===== src/rtl/idli_uart_trx_m.sv =====
// Full-duplex buffered UART: start bit, DATA_W data bits LSB first, stop bit.
// Per-direction FIFOs with valid/accept handshakes and sticky RX framing/overflow flags.
module idli_uart_trx_m #(
  parameter int unsigned DATA_W   = 8,
  parameter int unsigned CLK_DIV  = 16,
  parameter int unsigned TX_DEPTH = 4,
  parameter int unsigned RX_DEPTH = 4
) (
  input  logic              i_uart_gck,
  input  logic              i_uart_rst_n,
  input  logic [DATA_W-1:0] i_uart_tx_data,
  input  logic              i_uart_tx_vld,
  output logic              o_uart_tx_acp,
  output logic [DATA_W-1:0] o_uart_rx_data,
  output logic              o_uart_rx_vld,
  input  logic              i_uart_rx_acp,
  input  logic              i_uart_err_clr,
  output logic              o_uart_tx_busy,
  output logic              o_uart_rx_ferr,
  output logic              o_uart_rx_ovf,
  input  logic              i_uart_rx,
  output logic              o_uart_tx
);
  localparam int unsigned CNT_W = $clog2(CLK_DIV);
  localparam int unsigned IDX_W = $clog2(DATA_W + 1);
  localparam int unsigned TX_AW = $clog2(TX_DEPTH);
  localparam int unsigned RX_AW = $clog2(RX_DEPTH);
  localparam int unsigned TX_PW = TX_AW + 1;
  localparam int unsigned RX_PW = RX_AW + 1;
  localparam logic [CNT_W-1:0] CNT_BIT  = CNT_W'(CLK_DIV - 1);
  localparam logic [CNT_W-1:0] CNT_HALF = CNT_W'(CLK_DIV / 2 - 1);
  localparam logic [IDX_W-1:0] IDX_LAST = IDX_W'(DATA_W - 1);

  localparam logic [1:0] S_IDLE  = 2'd0;
  localparam logic [1:0] S_START = 2'd1;
  localparam logic [1:0] S_DATA  = 2'd2;
  localparam logic [1:0] S_STOP  = 2'd3;

  if (CLK_DIV < 4 || (CLK_DIV % 2) != 0) begin : g_chk_div
    $error("idli_uart_trx_m: CLK_DIV must be even and >= 4");
  end
  if (DATA_W < 5 || DATA_W > 9) begin : g_chk_dw
    $error("idli_uart_trx_m: DATA_W must be 5..9");
  end
  if (TX_DEPTH < 2 || (TX_DEPTH & (TX_DEPTH - 1)) != 0 ||
      RX_DEPTH < 2 || (RX_DEPTH & (RX_DEPTH - 1)) != 0) begin : g_chk_depth
    $error("idli_uart_trx_m: FIFO depths must be powers of two >= 2");
  end

  // TX FIFO: pointers carry a wrap bit so full and empty are distinguishable
  logic [DATA_W-1:0] tx_mem [TX_DEPTH];
  logic [TX_PW-1:0]  tx_wr, tx_rd, tx_wr_nxt, tx_rd_nxt;
  logic              tx_push, tx_pop, tx_empty;
  logic [DATA_W-1:0] tx_head;

  assign tx_push   = i_uart_tx_vld & o_uart_tx_acp;
  assign tx_empty  = (tx_wr == tx_rd);
  assign tx_head   = tx_mem[tx_rd[TX_AW-1:0]];
  assign tx_wr_nxt = tx_wr + TX_PW'(tx_push);
  assign tx_rd_nxt = tx_rd + TX_PW'(tx_pop);

  always_ff @(posedge i_uart_gck) begin
    if (tx_push) tx_mem[tx_wr[TX_AW-1:0]] <= i_uart_tx_data;
  end

  logic [1:0]        tx_state, tx_state_nxt;
  logic [CNT_W-1:0]  tx_cnt, tx_cnt_nxt;
  logic [IDX_W-1:0]  tx_idx, tx_idx_nxt;
  logic [DATA_W-1:0] tx_sh, tx_sh_nxt;
  logic              tx_bit_c;

  always_comb begin
    tx_state_nxt = tx_state;
    tx_cnt_nxt   = tx_cnt + CNT_W'(1);
    tx_idx_nxt   = tx_idx;
    tx_sh_nxt    = tx_sh;
    tx_pop       = 1'b0;
    case (tx_state)
      S_IDLE: begin
        tx_cnt_nxt = '0;
        if (!tx_empty) begin
          tx_pop       = 1'b1;
          tx_sh_nxt    = tx_head;
          tx_state_nxt = S_START;
        end
      end
      S_START: if (tx_cnt == CNT_BIT) begin
        tx_cnt_nxt   = '0;
        tx_idx_nxt   = '0;
        tx_state_nxt = S_DATA;
      end
      S_DATA: if (tx_cnt == CNT_BIT) begin
        tx_cnt_nxt = '0;
        tx_sh_nxt  = tx_sh >> 1;
        if (tx_idx == IDX_LAST) tx_state_nxt = S_STOP;
        else                    tx_idx_nxt   = tx_idx + IDX_W'(1);
      end
      S_STOP: if (tx_cnt == CNT_BIT) begin
        tx_cnt_nxt = '0;
        // back-to-back frames: next start bit follows the stop bit directly
        if (!tx_empty) begin
          tx_pop       = 1'b1;
          tx_sh_nxt    = tx_head;
          tx_state_nxt = S_START;
        end else begin
          tx_state_nxt = S_IDLE;
        end
      end
      default: tx_state_nxt = S_IDLE;
    endcase
  end

  always_comb begin
    tx_bit_c = 1'b1;
    case (tx_state)
      S_START: tx_bit_c = 1'b0;
      S_DATA:  tx_bit_c = tx_sh[0];
      default: tx_bit_c = 1'b1;
    endcase
  end

  always_ff @(posedge i_uart_gck or negedge i_uart_rst_n) begin
    if (!i_uart_rst_n) begin
      tx_state       <= S_IDLE;
      tx_cnt         <= '0;
      tx_idx         <= '0;
      tx_sh          <= '0;
      tx_wr          <= '0;
      tx_rd          <= '0;
      o_uart_tx      <= 1'b1;
      o_uart_tx_acp  <= 1'b1;
      o_uart_tx_busy <= 1'b0;
    end else begin
      tx_state       <= tx_state_nxt;
      tx_cnt         <= tx_cnt_nxt;
      tx_idx         <= tx_idx_nxt;
      tx_sh          <= tx_sh_nxt;
      tx_wr          <= tx_wr_nxt;
      tx_rd          <= tx_rd_nxt;
      o_uart_tx      <= tx_bit_c;
      o_uart_tx_acp  <= (tx_wr_nxt - tx_rd_nxt) != TX_PW'(TX_DEPTH);
      o_uart_tx_busy <= (tx_wr_nxt != tx_rd_nxt) || (tx_state_nxt != S_IDLE);
    end
  end

  // RX FIFO; fullness is taken from the current pointers so a same-cycle pop cannot admit a push
  logic [DATA_W-1:0] rx_mem [RX_DEPTH];
  logic [RX_PW-1:0]  rx_wr, rx_rd, rx_wr_nxt, rx_rd_nxt;
  logic              rx_push, rx_pop, rx_full;
  logic [DATA_W-1:0] rx_head_nxt;
  logic              rx_s1, rx_s2;

  logic [1:0]        rx_state, rx_state_nxt;
  logic [CNT_W-1:0]  rx_cnt, rx_cnt_nxt;
  logic [IDX_W-1:0]  rx_idx, rx_idx_nxt;
  logic [DATA_W-1:0] rx_sh, rx_sh_nxt;
  logic              rx_ferr_set, rx_ovf_set;

  assign rx_pop      = o_uart_rx_vld & i_uart_rx_acp;
  assign rx_full     = (rx_wr - rx_rd) == RX_PW'(RX_DEPTH);
  assign rx_wr_nxt   = rx_wr + RX_PW'(rx_push);
  assign rx_rd_nxt   = rx_rd + RX_PW'(rx_pop);
  assign rx_head_nxt = (rx_push && (rx_rd_nxt[RX_AW-1:0] == rx_wr[RX_AW-1:0])) ?
                       rx_sh : rx_mem[rx_rd_nxt[RX_AW-1:0]];

  always_ff @(posedge i_uart_gck) begin
    if (rx_push) rx_mem[rx_wr[RX_AW-1:0]] <= rx_sh;
  end

  always_comb begin
    rx_state_nxt = rx_state;
    rx_cnt_nxt   = rx_cnt + CNT_W'(1);
    rx_idx_nxt   = rx_idx;
    rx_sh_nxt    = rx_sh;
    rx_push      = 1'b0;
    rx_ferr_set  = 1'b0;
    rx_ovf_set   = 1'b0;
    case (rx_state)
      S_IDLE: begin
        rx_cnt_nxt = '0;
        if (!rx_s2) rx_state_nxt = S_START;
      end
      S_START: if (rx_cnt == CNT_HALF) begin
        rx_cnt_nxt   = '0;
        rx_idx_nxt   = '0;
        rx_state_nxt = rx_s2 ? S_IDLE : S_DATA;
      end
      S_DATA: if (rx_cnt == CNT_BIT) begin
        rx_cnt_nxt = '0;
        rx_sh_nxt  = {rx_s2, rx_sh[DATA_W-1:1]};
        if (rx_idx == IDX_LAST) rx_state_nxt = S_STOP;
        else                    rx_idx_nxt   = rx_idx + IDX_W'(1);
      end
      S_STOP: if (rx_cnt == CNT_BIT) begin
        rx_cnt_nxt   = '0;
        rx_state_nxt = S_IDLE;
        if (!rx_s2)       rx_ferr_set = 1'b1;
        else if (rx_full) rx_ovf_set  = 1'b1;
        else              rx_push     = 1'b1;
      end
      default: rx_state_nxt = S_IDLE;
    endcase
  end

  always_ff @(posedge i_uart_gck or negedge i_uart_rst_n) begin
    if (!i_uart_rst_n) begin
      rx_s1          <= 1'b1;
      rx_s2          <= 1'b1;
      rx_state       <= S_IDLE;
      rx_cnt         <= '0;
      rx_idx         <= '0;
      rx_sh          <= '0;
      rx_wr          <= '0;
      rx_rd          <= '0;
      o_uart_rx_data <= '0;
      o_uart_rx_vld  <= 1'b0;
      o_uart_rx_ferr <= 1'b0;
      o_uart_rx_ovf  <= 1'b0;
    end else begin
      rx_s1          <= i_uart_rx;
      rx_s2          <= rx_s1;
      rx_state       <= rx_state_nxt;
      rx_cnt         <= rx_cnt_nxt;
      rx_idx         <= rx_idx_nxt;
      rx_sh          <= rx_sh_nxt;
      rx_wr          <= rx_wr_nxt;
      rx_rd          <= rx_rd_nxt;
      o_uart_rx_data <= rx_head_nxt;
      o_uart_rx_vld  <= (rx_wr_nxt != rx_rd_nxt);
      o_uart_rx_ferr <= rx_ferr_set | (o_uart_rx_ferr & ~i_uart_err_clr);
      o_uart_rx_ovf  <= rx_ovf_set  | (o_uart_rx_ovf  & ~i_uart_err_clr);
    end
  end
endmodule


===== config.mk =====
export PLATFORM = sky130hd
export DESIGN_NAME = idli_uart_trx_m
export DESIGN_NICKNAME = d
export VERILOG_FILES = /design/src/rtl/idli_uart_trx_m.sv
export SDC_FILE = /design/constraint.sdc
export NUM_CORES = 1
export LEC_CHECK = 0
export CAP_MARGIN = 25
export CORE_ASPECT_RATIO = 0.5
export CORE_MARGIN = 2
export CORE_UTILIZATION = 53
export CTS_CLUSTER_SIZE = 28
export DETAILED_ROUTE_END_ITERATION = 16
export PLACE_DENSITY = 0.72
export SLEW_MARGIN = 0
export SYNTH_ARGS = -nofsm -noshare
export SYNTH_HDL_FRONTEND = slang
export SYNTH_SLANG_ARGS = --single-unit

===== constraint.sdc =====
create_clock -name i_uart_gck -period 3.2 [get_ports i_uart_gck]
set_clock_uncertainty 0.2 [all_clocks]
set_input_delay 0.64 -clock i_uart_gck [delete_from_list [all_inputs] [get_ports i_uart_gck]]
set_output_delay 0.64 -clock i_uart_gck [all_outputs]
set_load 0.05 [all_outputs]

## Yosys cells after proc, flatten, opt, wreduce, memory -nomap -nowiden

Memory sizes are Yosys's and may differ from the RTL's. A register that Yosys moved wholly into a read port is not among the register bits.
Index checks and enable logic that the tools add are counted.

- $add $sub $neg: 10
- Eq/ne operators: 26
- Muxes and demuxes: 50
- Bitwise gates (word level): 7
- Reductions and logical operators: 15

Operators by type and width:

| cell | count |
|---|---|
| 4-bit 2-to-1 mux | 9 |
| 8-bit 2-to-1 mux | 3 |
| 4-bit one-hot mux with 2 select lines | 3 |
| 8-bit one-hot mux with 3 select lines | 1 |
| 2-bit 2-to-1 mux | 11 |
| 2-bit != test (second input constant) | 10 |
| 1-bit 2-to-1 mux | 18 |
| 4-bit by 1-bit adder with 4-bit output (second input constant) | 4 |
| 2-bit one-hot mux with 4 select lines | 2 |
| 3-bit by 1-bit adder with 3-bit output | 4 |
| 4-bit by 3-bit == test with 1-bit output (second input constant) | 3 |
| 4-bit one-hot mux with 3 select lines | 1 |
| 2-bit == test (second input constant) | 4 |
| 4-bit == test (second input constant) | 2 |
| 4-bit AND reduction | 2 |
| 3-bit != test | 2 |
| 2-bit nonzero test | 3 |
| 3-bit subtractor | 2 |
| 5-bit AND reduction | 1 |
| 1-bit AND | 4 |
| 2-bit by 1-bit == test with 1-bit output (second input constant) | 2 |
| 2-bit zero test | 2 |
| 1-bit one-hot mux with 2 select lines | 2 |
| 3-bit == test | 1 |
| other kinds (11) | 12 |

- Bits in registers: 56
- Memory bits (writable): 64
- Bits of input ports: 14
- Word-level logic and storage cells: 130
- Memories: 2

Memory list:

| memory | depth | width | read ports | clocked after Yosys merged registers in | write ports | line | text |
|---|---|---|---|---|---|---|---|
| rx_mem | 4 | 8 | 1 | 1 | 1 | 147 | `logic [DATA_W-1:0] rx_mem [RX_DEPTH];` |
| tx_mem | 4 | 8 | 1 | 0 | 1 | 51 | `logic [DATA_W-1:0] tx_mem [TX_DEPTH];` |

## Longest topological paths before layout

- Depth after elaboration: 8
- Mapped depth: 12
- Depth with buffers taken out: 12

## Least setup slack after synthesis

Ideal clock, no wire load.

- Path kind: reg2reg
- Start point: reg rx_wr[0]
- End point: reg o_uart_rx_vld
- Data arrival time: 2.204 ns
- Data required time: 2.869 ns
- Path slack: 0.665 ns
- Cell stages (with the launch flop): 12
- Path buffers: 0
- Cells stage by stage: dfrtp_1 > inv_1 > ha_1 > nor2b_1 > xnor2_1 > o21bai_1 > inv_1 > ha_1 > ha_1 > xor2_1 > xor2_1 > or3_1

- Word-level cells in the longest chain between the ends: 8

RTL lines:

| item | line | text |
|---|---|---|
| start, declared | 148 | `logic [RX_PW-1:0] rx_wr, rx_rd, rx_wr_nxt, rx_rd_nxt;` |
| start signal, assigned | 226 | `rx_wr <= rx_wr_nxt;` |
| 3-bit subtractor | 160 | `assign rx_full = (rx_wr - rx_rd) == RX_PW'(RX_DEPTH);` |
| 3-bit == test | 160 |  |
| 1-bit 2-to-1 mux | 198 | `else if (rx_full) rx_ovf_set = 1'b1;` |
| 1-bit 2-to-1 mux | 197 | `if (!rx_s2) rx_ferr_set = 1'b1;` |
| 1-bit 2-to-1 mux | 194 | `S_STOP: if (rx_cnt == CNT_BIT) begin` |
| 1-bit 2-to-1 mux | 178 | `case (rx_state)` |
| 3-bit by 1-bit adder with 3-bit output (*) | 161 | `assign rx_wr_nxt = rx_wr + RX_PW'(rx_push);` |
| net rx_wr_nxt[2] | 148 |  |
| 3-bit != test (*) | 229 | `o_uart_rx_vld <= (rx_wr_nxt != rx_rd_nxt);` |
| end signal, assigned | 229 |  |
| end, declared | 15 | `output logic o_uart_rx_vld,` |

The timed path passes the listed nets; every way through them passes the cells marked *.
A chain may end at the register's enable or synchronous reset.

## Final worst setup path

- Start point: reg rx_cnt[0]
- End point: reg o_uart_rx_vld

- Word-level cells in the longest chain between the ends: 5

RTL lines:

| item | line | text |
|---|---|---|
| start, declared | 154 | `logic [CNT_W-1:0] rx_cnt, rx_cnt_nxt;` |
| start signal, assigned | 223 | `rx_cnt <= rx_cnt_nxt;` |
| 4-bit == test | 194 |  |
| 1-bit 2-to-1 mux | 194 |  |
| 1-bit 2-to-1 mux | 178 |  |
| 3-bit by 1-bit adder with 3-bit output | 161 |  |
| net rx_wr_nxt[2] | 148 |  |
| 3-bit != test | 229 |  |

The timed path passes the listed nets, and every way through them passes these cells.

==> results.json <==
{
  "status": "finished, final reports clean",
  "syn_inst": 374,
  "drc": 0,
  "cts_root_buf": "clkbuf_16",
  "synth_top_area_cell": "edfxtp_1",
  "maxCapViolations": 0,
  "vdd_drop_max_uv": 377,
  "grt_max_degree": 36,
  "core_area_um2": 10100,
  "syn_nets": 409,
  "dpl_worst_slack_ns": 0.308,
  "clock_path_buffers": 2,
  "clk_latency_ns": 0.42,
  "cts_resized": 0,
  "report.final.slew_viol_count": 0,
  "ant_nets": 0,
  "first_global_vias": 3086,
  "die_area_um2": 11200,
  "pin_count": 28,
  "gr-usage-all-layers_pct": 18.2,
  "hpwlAfterDp_um": 6320,
  "yosysTopAreaCellShare_pct": 35.2,
  "tns_ns": 0,
  "finalWirelength_um": 9320,
  "min_period_ns": 2.83,
  "synth_ff_type": "edfxtp_1",
  "cts_setup_buffers": 0,
  "synth_cell_type_count": 53,
  "numCtsBuffers": 17,
  "grt_setup_unrepaired": "no",
  "tightest_slew_ns": 0.712,
  "viasPerCell": 5.49,
  "setup_ws_ns": 0.373,
  "port_buffers": 27,
  "startpoint_type": "flop",
  "powerDensity_nw_per_um2": 957,
  "achievable-frequency_mhz": 354,
  "rows": 26,
  "antennaDiodeCount": 0,
  "end_kind": "flop",
  "synth_area_um2": 5460,
  "htree_levels": 4,
  "drtIter0Drc": 111,
  "die_h_um": 75.7,
  "path_max_fanout": 8,
  "critical_path_arrival_ns": 2.92,
  "routabilityCongestion": 0.820,
  "syn_to_final_growth_pct": 20.0,
  "layout_commonest_cell": "edfxtp_1",
  "worst_ep_required_time_ns": 3.29,
  "p_leak_nw": 2.57,
  "final_util_pct": 64.7,
  "antenna_found_initial": 0,
  "finalHoldViolCount": 0,
  "synth_area_leaders": "edfxtp_1, dfrtp_1, mux2_2",
  "clk_pin_slew_worst_paths_ns": 0.06,
  "vias": 3120,
  "synth_edf_count": 64,
  "slew_headroom_pct": 52.6,
  "gr-total-overflow": 0,
  "num-nets-final": 450,
  "synth.avg_cell_area_um2": 14.6,
  "synth_seq_area_share_pct": 64.7,
  "period_share_pct": 88.3,
  "ys_warn_count": 0,
  "ys_seq_elements": 128,
  "hold_buffers": 0,
  "setup_viol": 0,
  "drive_gt1_share_pct": 21.7,
  "grt_pass1_wl_um": 15200,
  "critPathKind": "reg2reg",
  "worst_hold_path_type": "in2async",
  "cts.sinks": 128,
  "ys_async_sr_fraction_pct": 50.0,
  "cts_tree": "done",
  "die-width_um": 147,
  "start_util_pct": 53.9,
  "wl_per_cell_um": 16.4,
  "layout_common_cells": "edfxtp_1, dfrtp_1, mux2_2",
  "dr.pass1.iters": 4
}
synthesized netlist by cell type (2+ instances only):
cell	n
edfxtp_1	64
dfrtp_1	60
mux2_2	32
ha_1	21
nor2_1	18
inv_1	16
nor2b_1	11
o21ai_0	11
a21oi_1	10
nand2_1	10
xnor2_1	10
xor2_1	10
mux4_2	9
nand3_1	9
clkbuf_1	7
o22ai_1	7
a211oi_1	6
buf_2	6
nor3_1	6
and3_1	5
nor3b_1	5
dfstp_2	4
a21o_1	2
and2_1	2
nand4_1	2
nor4_1	2
o32ai_1	2
or2_2	2
worst max-delay path, stage by stage (launching register included):
cell      delay, ns
dfrtp_1        0.39
ha_1           0.34
nand3_1        0.18
or2_2          0.31
o21bai_1       0.19
inv_1          0.11
ha_1           0.16
ha_1           0.16
xor2_1         0.20
xor2_1         0.10
or3_1          0.37
kinds of logic after synthesis:
group,share of synthesized area (%)
flops,64.7
buf+inv,2.27
mux,10.5
compound gates,6.22
simple gates,8.30
fa+ha+maj,4.82
xor+xnor,3.21
path summary, 6_finish.rpt:
| check | startpoint | end | slack [ns] | cells past startpoint |
|---|---|---|---|---|
| min | i_uart_rst_n | tx_wr[0] | 0.07 | 1 |
| min reg2reg | rx_s1 | rx_s2 | 0.16 | 0 |
| max in group asynchronous | i_uart_rst_n | o_uart_rx_data[3] | 2.09 | 2 |
| max | rx_cnt[0] | o_uart_rx_vld | 0.37 | 10 |
| max reg2reg | rx_cnt[0] | o_uart_rx_vld | 0.37 | 10 |
| min in group i_uart_gck | rx_s1 | rx_s2 | 0.16 | 0 |
metrics by stage:
| step | instances | hold slack (ns) | cell area, µm² | power (mW) |
|---|---|---|---|---|
| final | 568 | 0.0743 | 6550 | 6.26 |
| after global placement | 536 | 0.146 | 5910 | 4.15 |
| after CTS | 568 | 0.0840 | 6550 | 6.33 |
| after floorplan | 374 | 0.144 | 5460 | 3.76 |
| after global routing | 568 | 0.128 | 6550 | 6.61 |
| after detailed placement | 536 | 0.149 | 5910 | 4.25 |
registers in the layout (all words and copies together) (netlist names), 2 cells and up, named ones only:
| name | flops |
|---|---|
| tx_sh | 8 |
| tx_state | 2 |
| rx_idx | 4 |
| tx_mem | 32 |
| rx_mem | 32 |
| o_uart_rx_data | 8 |
| rx_sh | 8 |
| tx_cnt | 4 |
| rx_rd | 3 |
| rx_cnt | 4 |
| tx_wr | 3 |
| tx_idx | 4 |
| rx_wr | 3 |
| tx_rd | 3 |
report_power, final:
group / switching (mW) / internal (mW)
clock: 0.730 / 1.31
combinational: 1.01 / 0.881
sequential: 0.249 / 2.09
area by class of cell:
class	count	area, µm²
Timing Repair Buffer	36	345
Clock inverter	15	209
Sequential cell	128	3530
Multi-Input combinational cell	216	1800
Fill cell	698	3570
Inverter	16	60.1
Clock buffer	17	425
Tap cell	140	175
per-layer routing:
metal / vias up / global-route usage (%) / routed length (µm)
met5: - / 0 / 0
met2: 65 / 30.5 / 4600
met1: 1561 / 23.4 / 4240
met4: 0 / 8.01 / 149
li1: 1479 / - / -
met3: 15 / 4.67 / 337
Note: power is estimated with default switching activity, not from simulation.
==> RTL edit, RTL diff (config.mk and constraints unchanged) <==
Register the inputs `i_uart_tx_data`, `i_uart_tx_vld`, `i_uart_rx_acp`, `i_uart_err_clr` and `i_uart_rx` before use, without a reset. The logic sees them one clock later.
--- a/src/rtl/idli_uart_trx_m.sv
+++ b/src/rtl/idli_uart_trx_m.sv
@@ -38,2 +38,16 @@
 
+  logic [DATA_W-1:0] i_uart_tx_data_q;
+  logic i_uart_tx_vld_q;
+  logic i_uart_rx_acp_q;
+  logic i_uart_err_clr_q;
+  logic i_uart_rx_q;
+
+  always_ff @(posedge i_uart_gck) begin
+    i_uart_tx_data_q <= i_uart_tx_data;
+    i_uart_tx_vld_q  <= i_uart_tx_vld;
+    i_uart_rx_acp_q  <= i_uart_rx_acp;
+    i_uart_err_clr_q <= i_uart_err_clr;
+    i_uart_rx_q      <= i_uart_rx;
+  end
+
   if (CLK_DIV < 4 || (CLK_DIV % 2) != 0) begin : g_chk_div
@@ -55,3 +69,3 @@
 
-  assign tx_push   = i_uart_tx_vld & o_uart_tx_acp;
+  assign tx_push   = i_uart_tx_vld_q & o_uart_tx_acp;
   assign tx_empty  = (tx_wr == tx_rd);
@@ -62,3 +76,3 @@
   always_ff @(posedge i_uart_gck) begin
-    if (tx_push) tx_mem[tx_wr[TX_AW-1:0]] <= i_uart_tx_data;
+    if (tx_push) tx_mem[tx_wr[TX_AW-1:0]] <= i_uart_tx_data_q;
   end
@@ -158,3 +172,3 @@
 
-  assign rx_pop      = o_uart_rx_vld & i_uart_rx_acp;
+  assign rx_pop      = o_uart_rx_vld & i_uart_rx_acp_q;
   assign rx_full     = (rx_wr - rx_rd) == RX_PW'(RX_DEPTH);
@@ -219,3 +233,3 @@
     end else begin
-      rx_s1          <= i_uart_rx;
+      rx_s1          <= i_uart_rx_q;
       rx_s2          <= rx_s1;
@@ -229,4 +243,4 @@
       o_uart_rx_vld  <= (rx_wr_nxt != rx_rd_nxt);
-      o_uart_rx_ferr <= rx_ferr_set | (o_uart_rx_ferr & ~i_uart_err_clr);
-      o_uart_rx_ovf  <= rx_ovf_set  | (o_uart_rx_ovf  & ~i_uart_err_clr);
+      o_uart_rx_ferr <= rx_ferr_set | (o_uart_rx_ferr & ~i_uart_err_clr_q);
+      o_uart_rx_ovf  <= rx_ovf_set  | (o_uart_rx_ovf  & ~i_uart_err_clr_q);
     end
Formal check against the unedited RTL: not equivalent (a bounded check fails within 4 cycles, from zero or initial values and one cycle with i_uart_rst_n low).
==> RTL edit against the original RTL <==
- critical path depth stayed put
- synthesized area rose by 4.4%
- fmax shrank 3.5%
- sequential cell count is 12 higher
- wire length up 4.0%
- final area up 3.0%
- setup slack worse by 100 ps
- highest routed layer unchanged
- power grew 2.1%
- clock power is 7% lower
==> RTL edit: results (changes against the original RTL) <==
stage,metric,value,unit,change
synthesis,synth cell count leaders,"edfxtp_1, dfrtp_1, nand2_1",,
layout,Layout fillers,720,,+3.2%
grt,met2 Track Usage GR,32.4,%,+1.9 points
placed_design,gpl congestion,0.786,,-4.2%
detailed_routing,initial drt markers,207,,+86%
detailed_routing,vias per inst,5.50,,about the same
placed_design,Post-Place Cells,544,,+1.5%
timing,Max Clk Rate,341,MHz,-3.5%
setup_path,crit end category,register,,
setup_path,worst reg2reg path depth,10,,unchanged
synthesis,syn nets,415,,+1.5%
grt,GRT met3 Usage,5.77,%,+1.1 points
detailed_routing,First-pass DRT Iterations,5,,+1
synthesis,Synth cell types,47,,-11%
placed_design,DP HPWL,6420,um,+1.7%
detailed_routing,routed length on met1,4160,um,-1.8%
pwr,Internal,4.31,mW,+0.80%
detailed_routing,met3 routed WL,307,um,-8.9%
layout,Final Instance Count excl. Fillers,576,,+1.4%
grt,largest net degree at the start of global routing,35,,-2.8%
placed_design,DP Area,0.00616,mm2,+4.3%
setup_path,WP data arrival,3020,ps,+100 ps
synthesis,"Seq/Total Area, Yosys",66.1,%,+1.5 points
synthesis,Ys Warns,0,,unchanged
synthesis,mean post-synth cell area,15.0,um2,+2.8%
timing,Slew @ Worst Pin,827,ps,+115 ps
clocking,clock root buffer,clkbuf_16,,
placed_design,pre-CTS setup slack,338,ps,+30.3 ps
min_path,Hold WC Path Type,reg2reg,,
clocking,cts bufs inserted,17,,unchanged
clocking,Worst-Skew Late Latency,420,ps,about the same
setup_path,CP max stage delay,400,ps,
detailed_routing,top routing layer in use,met4,,
setup_path,Critical Path Slowest Stage Cell,or3_1,,
clocking,H-tree depth,4,,unchanged
status,outcome,"finished, final reports clean",,
grt,grt met1 use,22.4,%,-1.0 points
grt,initial antenna violation count,0,,unchanged
synthesis,"Async S/R FF share, synth",45.7,%,-4.3 points
grt,vias in the first global route,3318,,+7.5%
detailed_routing,met2 WL,5110,um,+11%
setup_path,Critical R2R Capture,o_uart_rx_vld,,
pwr,Leak Pwr,2.72,nW,+5.6%
setup_path,reg2reg setup slack,270,ps,-100 ps
layout,layout cells sized above 1,20.0,%,-1.8 points
floorplanning,initial core utilization,55.1,%,+1.2 points
grt,GRT Total Usage,18.9,%,+0.63 points
pwr,Peak VDD IR,471,uV,+25%
grt,first-pass GRT wire length,16300,um,+6.9%
setup_path,CP top delay family,simple AND/OR/NAND/NOR gates,,
setup_path,"Max FO, Critical Path",7,,-1
detailed_routing,Total Routed Length,9690,um,+4.0%
setup_path,CP startpoint,rx_cnt[0],,
synthesis,ranking of synthesized cells by area,"edfxtp_1, dfrtp_1, mux4_2, ha_1, dfxtp_1",,
layout,Nets,458,,+1.8%
[RTL edit: cell count changes after synthesis, sizes merged, moves of 5 or more]
cell | unedited run | this run
mux2 | 32 | 23
nor2b | 11 | 3
nor2 | 19 | 10
dfxtp | 0 | 12
nand2 | 10 | 31
o21ai | 12 | 18
mux4 | 9 | 16
a211oi | 6 | 0
o22ai | 7 | 2
[RTL edit: worst min path at each step]
stage / start / cells after the start / slack [ps] / endpoint
final: i_uart_rx_q / 0 / 90 / rx_s1
after global routing: i_uart_rx_q / 0 / 110 / rx_s1
after CTS: i_uart_rx_q / 0 / 100 / rx_s1
after detailed placement: i_uart_rx_q / 0 / 90 / rx_s1
after global placement: i_uart_rx_q / 0 / 80 / rx_s1
after floorplan: i_uart_rx_q / 0 / 80 / rx_s1
[RTL edit: logic make-up after synthesis]
kind of cell	after synthesis	synth area share, %
DFF	140	66.1
and+or+nand+nor	84	7.47
AOI/OAI and AO/OA	47	5.16
muxes	40	11.6
buffers and inverters	29	2.13
adders and majority gates	21	4.61
xor gates and xnor gates	19	2.92
[RTL edit: cell type report]
cell class | count | area [um2] | share of cell area [%]
inverters | 16 | 60.1 | 0.891
flip-flops and latches | 140 | 3770 | 55.9
well taps | 140 | 175 | 2.60
clock buffers | 17 | 425 | 6.31
clock inverters | 15 | 150 | 2.23
multi-input cells | 211 | 1810 | 26.8
repair buffers | 37 | 353 | 5.23
[RTL edit: power groups by stage]
| stage | clock network (mW) | logic [mW] | registers [mW] |
|---|---|---|---|
| 2_1_floorplan | 0 | 1.34 | 2.66 |
| 3_3_place_gp | 0 | 1.91 | 2.50 |
| 3_5_place_dp | 0 | 2.01 | 2.53 |
| 4_1_cts | 1.94 | 2.03 | 2.49 |
| 5_1_grt | 2.03 | 2.20 | 2.54 |
| 6_report | 1.90 | 2.01 | 2.49 |
